$ cat config.mk
export PLATFORM = sky130hd
export DESIGN_NAME = instruction_loader
export DESIGN_NICKNAME = d
export VERILOG_FILES = /design/src/rtl/instruction_loader.sv
export SDC_FILE = /design/constraint.sdc
export NUM_CORES = 1
export LEC_CHECK = 0
export CAP_MARGIN = 30
export CORE_MARGIN = 3
export CORE_UTILIZATION = 30
export CTS_CLUSTER_SIZE = 14
export DETAILED_ROUTE_END_ITERATION = 10
export DONT_BUFFER_PORTS = 1
export PLACE_DENSITY_LB_ADDON = 0.15
export SYNTH_ARGS = -nofsm -noshare
export SYNTH_HDL_FRONTEND = slang
export SYNTH_SLANG_ARGS = --single-unit
$ cat constraint.sdc
create_clock -name clk_i -period 4.01 [get_ports clk_i]
set_input_delay 0.401 -clock clk_i [delete_from_list [all_inputs] [get_ports clk_i]]
set_output_delay 0.401 -clock clk_i [all_outputs]
set_load 0.03 [all_outputs]
$ cat src/rtl/instruction_loader.sv
// Instruction ROM loader: parses a framed byte stream (SYNC, N, N x {LO,HI}, CHK) into
// sequential imem writes from address 0 and holds the CPU in reset while loading.
module instruction_loader #(
    parameter int          ADDR_W    = 8,
    parameter int          DATA_W    = 15,
    parameter logic [7:0]  SYNC_BYTE = 8'hA5
) (
    input  logic              clk_i,
    input  logic              rst_ni,
    input  logic [7:0]        byte_i,
    input  logic              byte_valid_i,
    output logic              byte_ready_o,
    input  logic              abort_i,
    output logic              we_o,
    output logic [ADDR_W-1:0] waddr_o,
    output logic [DATA_W-1:0] wdata_o,
    output logic              busy_o,
    output logic              done_o,
    output logic              error_o,
    output logic              cpu_rst_no
);

    // Counter must hold 2**ADDR_W (N=0) as well as any 8-bit count.
    localparam int CNT_W = ((ADDR_W > 8) ? ADDR_W : 8) + 1;
    localparam logic [CNT_W-1:0] FULL_CNT = CNT_W'({1'b1, {ADDR_W{1'b0}}});

    localparam logic [2:0] S_IDLE  = 3'd0;
    localparam logic [2:0] S_COUNT = 3'd1;
    localparam logic [2:0] S_LO    = 3'd2;
    localparam logic [2:0] S_HI    = 3'd3;
    localparam logic [2:0] S_WRITE = 3'd4;
    localparam logic [2:0] S_CHECK = 3'd5;
    localparam logic [2:0] S_DONE  = 3'd6;
    localparam logic [2:0] S_ERR   = 3'd7;

    logic [2:0]        state;
    logic [CNT_W-1:0]  remaining;
    logic [ADDR_W-1:0] waddr;
    logic [DATA_W-1:0] wdata;
    logic [7:0]        lo_byte;
    logic [7:0]        csum;
    logic              error_q;
    logic              accept;

    always_comb begin
        byte_ready_o = 1'b0;
        busy_o       = 1'b0;
        case (state)
            S_IDLE:                      byte_ready_o = 1'b1;
            S_COUNT, S_LO, S_HI, S_CHECK: begin
                byte_ready_o = 1'b1;
                busy_o       = 1'b1;
            end
            S_WRITE:                     busy_o = 1'b1;
            default: begin
                byte_ready_o = 1'b0;
                busy_o       = 1'b0;
            end
        endcase
    end

    assign accept     = byte_valid_i & byte_ready_o;
    assign we_o       = (state == S_WRITE);
    assign done_o     = (state == S_DONE);
    assign waddr_o    = waddr;
    assign wdata_o    = wdata;
    assign error_o    = error_q;
    assign cpu_rst_no = ~(busy_o | error_q);

    always_ff @(posedge clk_i) begin
        if (!rst_ni) begin
            state     <= S_IDLE;
            remaining <= '0;
            waddr     <= '0;
            wdata     <= '0;
            lo_byte   <= '0;
            csum      <= '0;
            error_q   <= 1'b0;
        end else if (abort_i && (state != S_IDLE)) begin
            // Abort wins over any byte presented in the same cycle.
            state   <= S_IDLE;
            error_q <= 1'b1;
        end else begin
            case (state)
                S_IDLE: begin
                    if (accept && (byte_i == SYNC_BYTE)) begin
                        state   <= S_COUNT;
                        error_q <= 1'b0;
                        csum    <= '0;
                    end
                end
                S_COUNT: begin
                    if (accept) begin
                        remaining <= (byte_i == 8'h00) ? FULL_CNT
                                                       : {{(CNT_W-8){1'b0}}, byte_i};
                        waddr     <= '0;
                        csum      <= csum ^ byte_i;
                        state     <= S_LO;
                    end
                end
                S_LO: begin
                    if (accept) begin
                        lo_byte <= byte_i;
                        csum    <= csum ^ byte_i;
                        state   <= S_HI;
                    end
                end
                S_HI: begin
                    if (accept) begin
                        wdata <= {byte_i[DATA_W-9:0], lo_byte};
                        csum  <= csum ^ byte_i;
                        state <= S_WRITE;
                    end
                end
                S_WRITE: begin
                    waddr     <= waddr + 1'b1;
                    remaining <= remaining - 1'b1;
                    state     <= (remaining == CNT_W'(1)) ? S_CHECK : S_LO;
                end
                S_CHECK: begin
                    if (accept) begin
                        if (byte_i == csum) begin
                            state <= S_DONE;
                        end else begin
                            state   <= S_ERR;
                            error_q <= 1'b1;
                        end
                    end
                end
                S_DONE:  state <= S_IDLE;
                S_ERR:   state <= S_IDLE;
                default: state <= S_IDLE;
            endcase
        end
    end

endmodule
==> results by group <==
Drt
  – Total Routed Length: 7200 um
  – Routed Antenna Nets: 0
  – Pre-Repair DR Iteration Count: 4
  – Drt wl/cell: around 17 um
  – Drt initial violations: about 140
  – Vias per cell: 5.425
  – Vias: 2322
  – Drc violations: 0

Timing
  – Highest clock rate: between 300 and 400 MHz
  – Period Utilization, post-route: 0.6520
  – Worst slew margin: 0.3776
  – Final setup fails: 0
  – RSZ-0062 raised after global routing: no
  – Measured slew at the worst slew-check pin: between 0.9 and 1 ns
  – Final Hold Viols: 0
  – Final Skew: ~0.0059 ns
  – Final count of pins violating max slew: 0
  – Post-layout worst setup margin: ~1.4 ns
  – Setup TNS: 0 ns
  – Post-layout min period: roughly 2.6 ns

Finish
  – Most frequent cells in the layout: dfxtp_1 (52), nand2_1 (46), a21oi_1 (42)
  – Diodes inserted: 0
  – Share of layout cells above drive strength 1: 0.06192
  – P&R area growth vs syn: 5.477%
  – Layout Utilization: 0.3335
  – Most common cell after layout, fill and taps aside: dfxtp_1
  – Nets@finish: between 300 and 400

Outcome
  – Status: complete, no violations

Synthesis
  – Seq/Total Area, Yosys: 0.3928
  – FFs w/ async S/R, synth: 0
  – Number of enable flip-flop cells after synthesis: 0
  – Synth Area per Inst: 7.887 um2
  – Cells after Synth: 336
  – Syn_nets: around 350
  – Seq cells post-synth: 52
  – Netlist Area Pre-Place: between 0.002 and 0.003 mm2
  – Ys Warns: 0
  – Synth Flop Type: dfxtp_1
  – Distinct cells, synth: between 50 and 60

Setup path
  – Worst EP arrival: approximately 2.2 ns
  – CP Max Fanout: 28
  – Crit-path slowest cell: dfxtp_1
  – Worst setup path class: flip-flop to output pin
  – CP max stage delay: approximately 0.59 ns
  – CP delay by family, top: simple AND/OR/NAND/NOR gates
  – Startpoint types: flip-flop
  – CP bufs+invs: 0
  – Critical Path RT: approximately 3.6 ns
  – Crit-path cells: or3_1, and2_1, nor2_1
  – Setup crit end kind: output pin

Pwr
  – Leakage power: between 0.9 and 1 nW
  – VDD IR max: between 150 and 200 uV
  – PwrDens: around 310 mW/mm2

CTS
  – CTS tree: done
  – Later-pin clock latency in the skew report: 0.31 ns
  – Clk slew on worst S/H paths: roughly 0.11 ns
  – Setup Fix Bufs, Post-CTS: 0
  – Hold buffer count at CTS: 0
  – CTS buffer count: 5
  – H-tree depth: 2
  – PostCTS Resize Cnt: 0
  – Root buffer cell: clkbuf_8
  – # clock sinks: 52
  – Clk buf depth: 2

Floorplanning
  – DIE WIDTH: about 100 um
  – Core area: 0.008382 mm2
  – FP Rows: 33
  – Initial Util: 0.3162
  – I/O pin cnt: between 40 and 50
  – Die Area: 0.009997 mm2
  – Die height: ~100 um

GRT
  – Initial antenna violation count: 0
  – Largest net degree at the start of global routing: 31
  – First-pass GRT wire length: around 12000 um
  – Vias in the first global route: around 2200
  – All-Layer GR Usage: 0.1448
  – GRT overflow: 0

Hold path
  – Min-Delay Path Class: input pin to flip-flop

Placement
  – Place WS: around 1.6 ns
  – Gp weighted congestion: between 0.8 and 0.9
  – Port Buffers: 0
  – Post-DP HPWL: between 4000 and 5000 um

Run
  – Max Cap Violations: 0
final timing paths:
kind	start	cells past startpoint	slack, ns	to
setup / recovery	state[2]$_SDFFE_PP0P_	3	1.40	cpu_rst_no
hold / removal	rst_ni	2	0.20	state[1]$_SDFFE_PP0P_
setup reg to reg	state[2]$_SDFFE_PP0P_	5	1.52	waddr_o[5]$_SDFFE_PN0P_
hold reg to reg	lo_byte[5]$_SDFFE_PN0P_	2	0.46	wdata_o[5]$_SDFFE_PN0P_
layer usage:
layer / vias to the layer above / track usage / part of all wire
met2: 46 / 0.2360 / 0.48
met5: - / 0 / 0
met1: 1098 / 0.1939 / 0.46
li1: 1173 / - / -
met4: 0 / 0.02798 / 0.0082
met3: 5 / 0.03961 / 0.059
registers in the layout, indices dropped and copies added, names as in the netlist:
name	flops
error_o	1
remaining	9
waddr_o	8
lo_byte	8
state	3
csum	8
wdata_o	15
power by group:
part	switching (mW)	internal, mW
combinational	0.0141	0.00883
clock	0.202	0.132
sequential	0.000440	0.516
metrics by stage:
step                      power, mW  cells  area [um2]  hold WS (ns)
after global routing         0.9104    428        2795        0.1941
after CTS                    0.8918    428        2795        0.1911
after detailed placement     0.5517    420        2698        0.4512
after floorplan              0.5550    336        2650        0.4316
final                        0.8742    428        2795        0.2023
after global placement       0.5517    419        2690        0.4492
cell type report:
type / count / area [um2]
multi-input combinational: 253 / 1476
clock buffer: 5 / 68.82
clock inverter: 3 / 28.78
sequential: 52 / 1041
fill: 895 / 5587
timing repair buffer: 3 / 22.52
inverter: 7 / 26.28
tap: 105 / 131.4
cell usage after synthesis, types with 7 or more instances:
cell / n / share of area
nor3_1: 7 / 0.013
nand2b_1: 7 / 0.017
buf_2: 7 / 0.013
dfxtp_1: 52 / 0.39
a21oi_1: 42 / 0.079
nor2_1: 25 / 0.035
o21ai_0: 11 / 0.021
mux2i_1: 8 / 0.030
nand2_1: 46 / 0.065
nand3_1: 15 / 0.028
xnor2_1: 11 / 0.036
nor4_1: 7 / 0.017
clkbuf_1: 16 / 0.023
kinds of logic (layout without fill, tap and decap cells):
kind of cell               after synthesis  in the layout  synth area share
and+or+nand+nor                        146            146            0.2833
adders and majority gates                3              3           0.01417
DFF                                     52             52            0.3928
AOI/OAI and AO/OA                       84             84            0.1898
xor gates and xnor gates                12             12           0.03966
muxes                                    8              8           0.03022
buffers and inverters                   31             18           0.05004
worst reg2reg max path, delay by kind of cell, from the launching register on:
| kind | cells | cell delay, ns |
|---|---|---|
| AOI/OAI and AO/OA | 2 | 0.41 |
| buffers and inverters | 1 | 0.24 |
| DFF | 1 | 0.87 |
| and+or+nand+nor | 2 | 0.91 |
(Power assumes the default switching activity.)
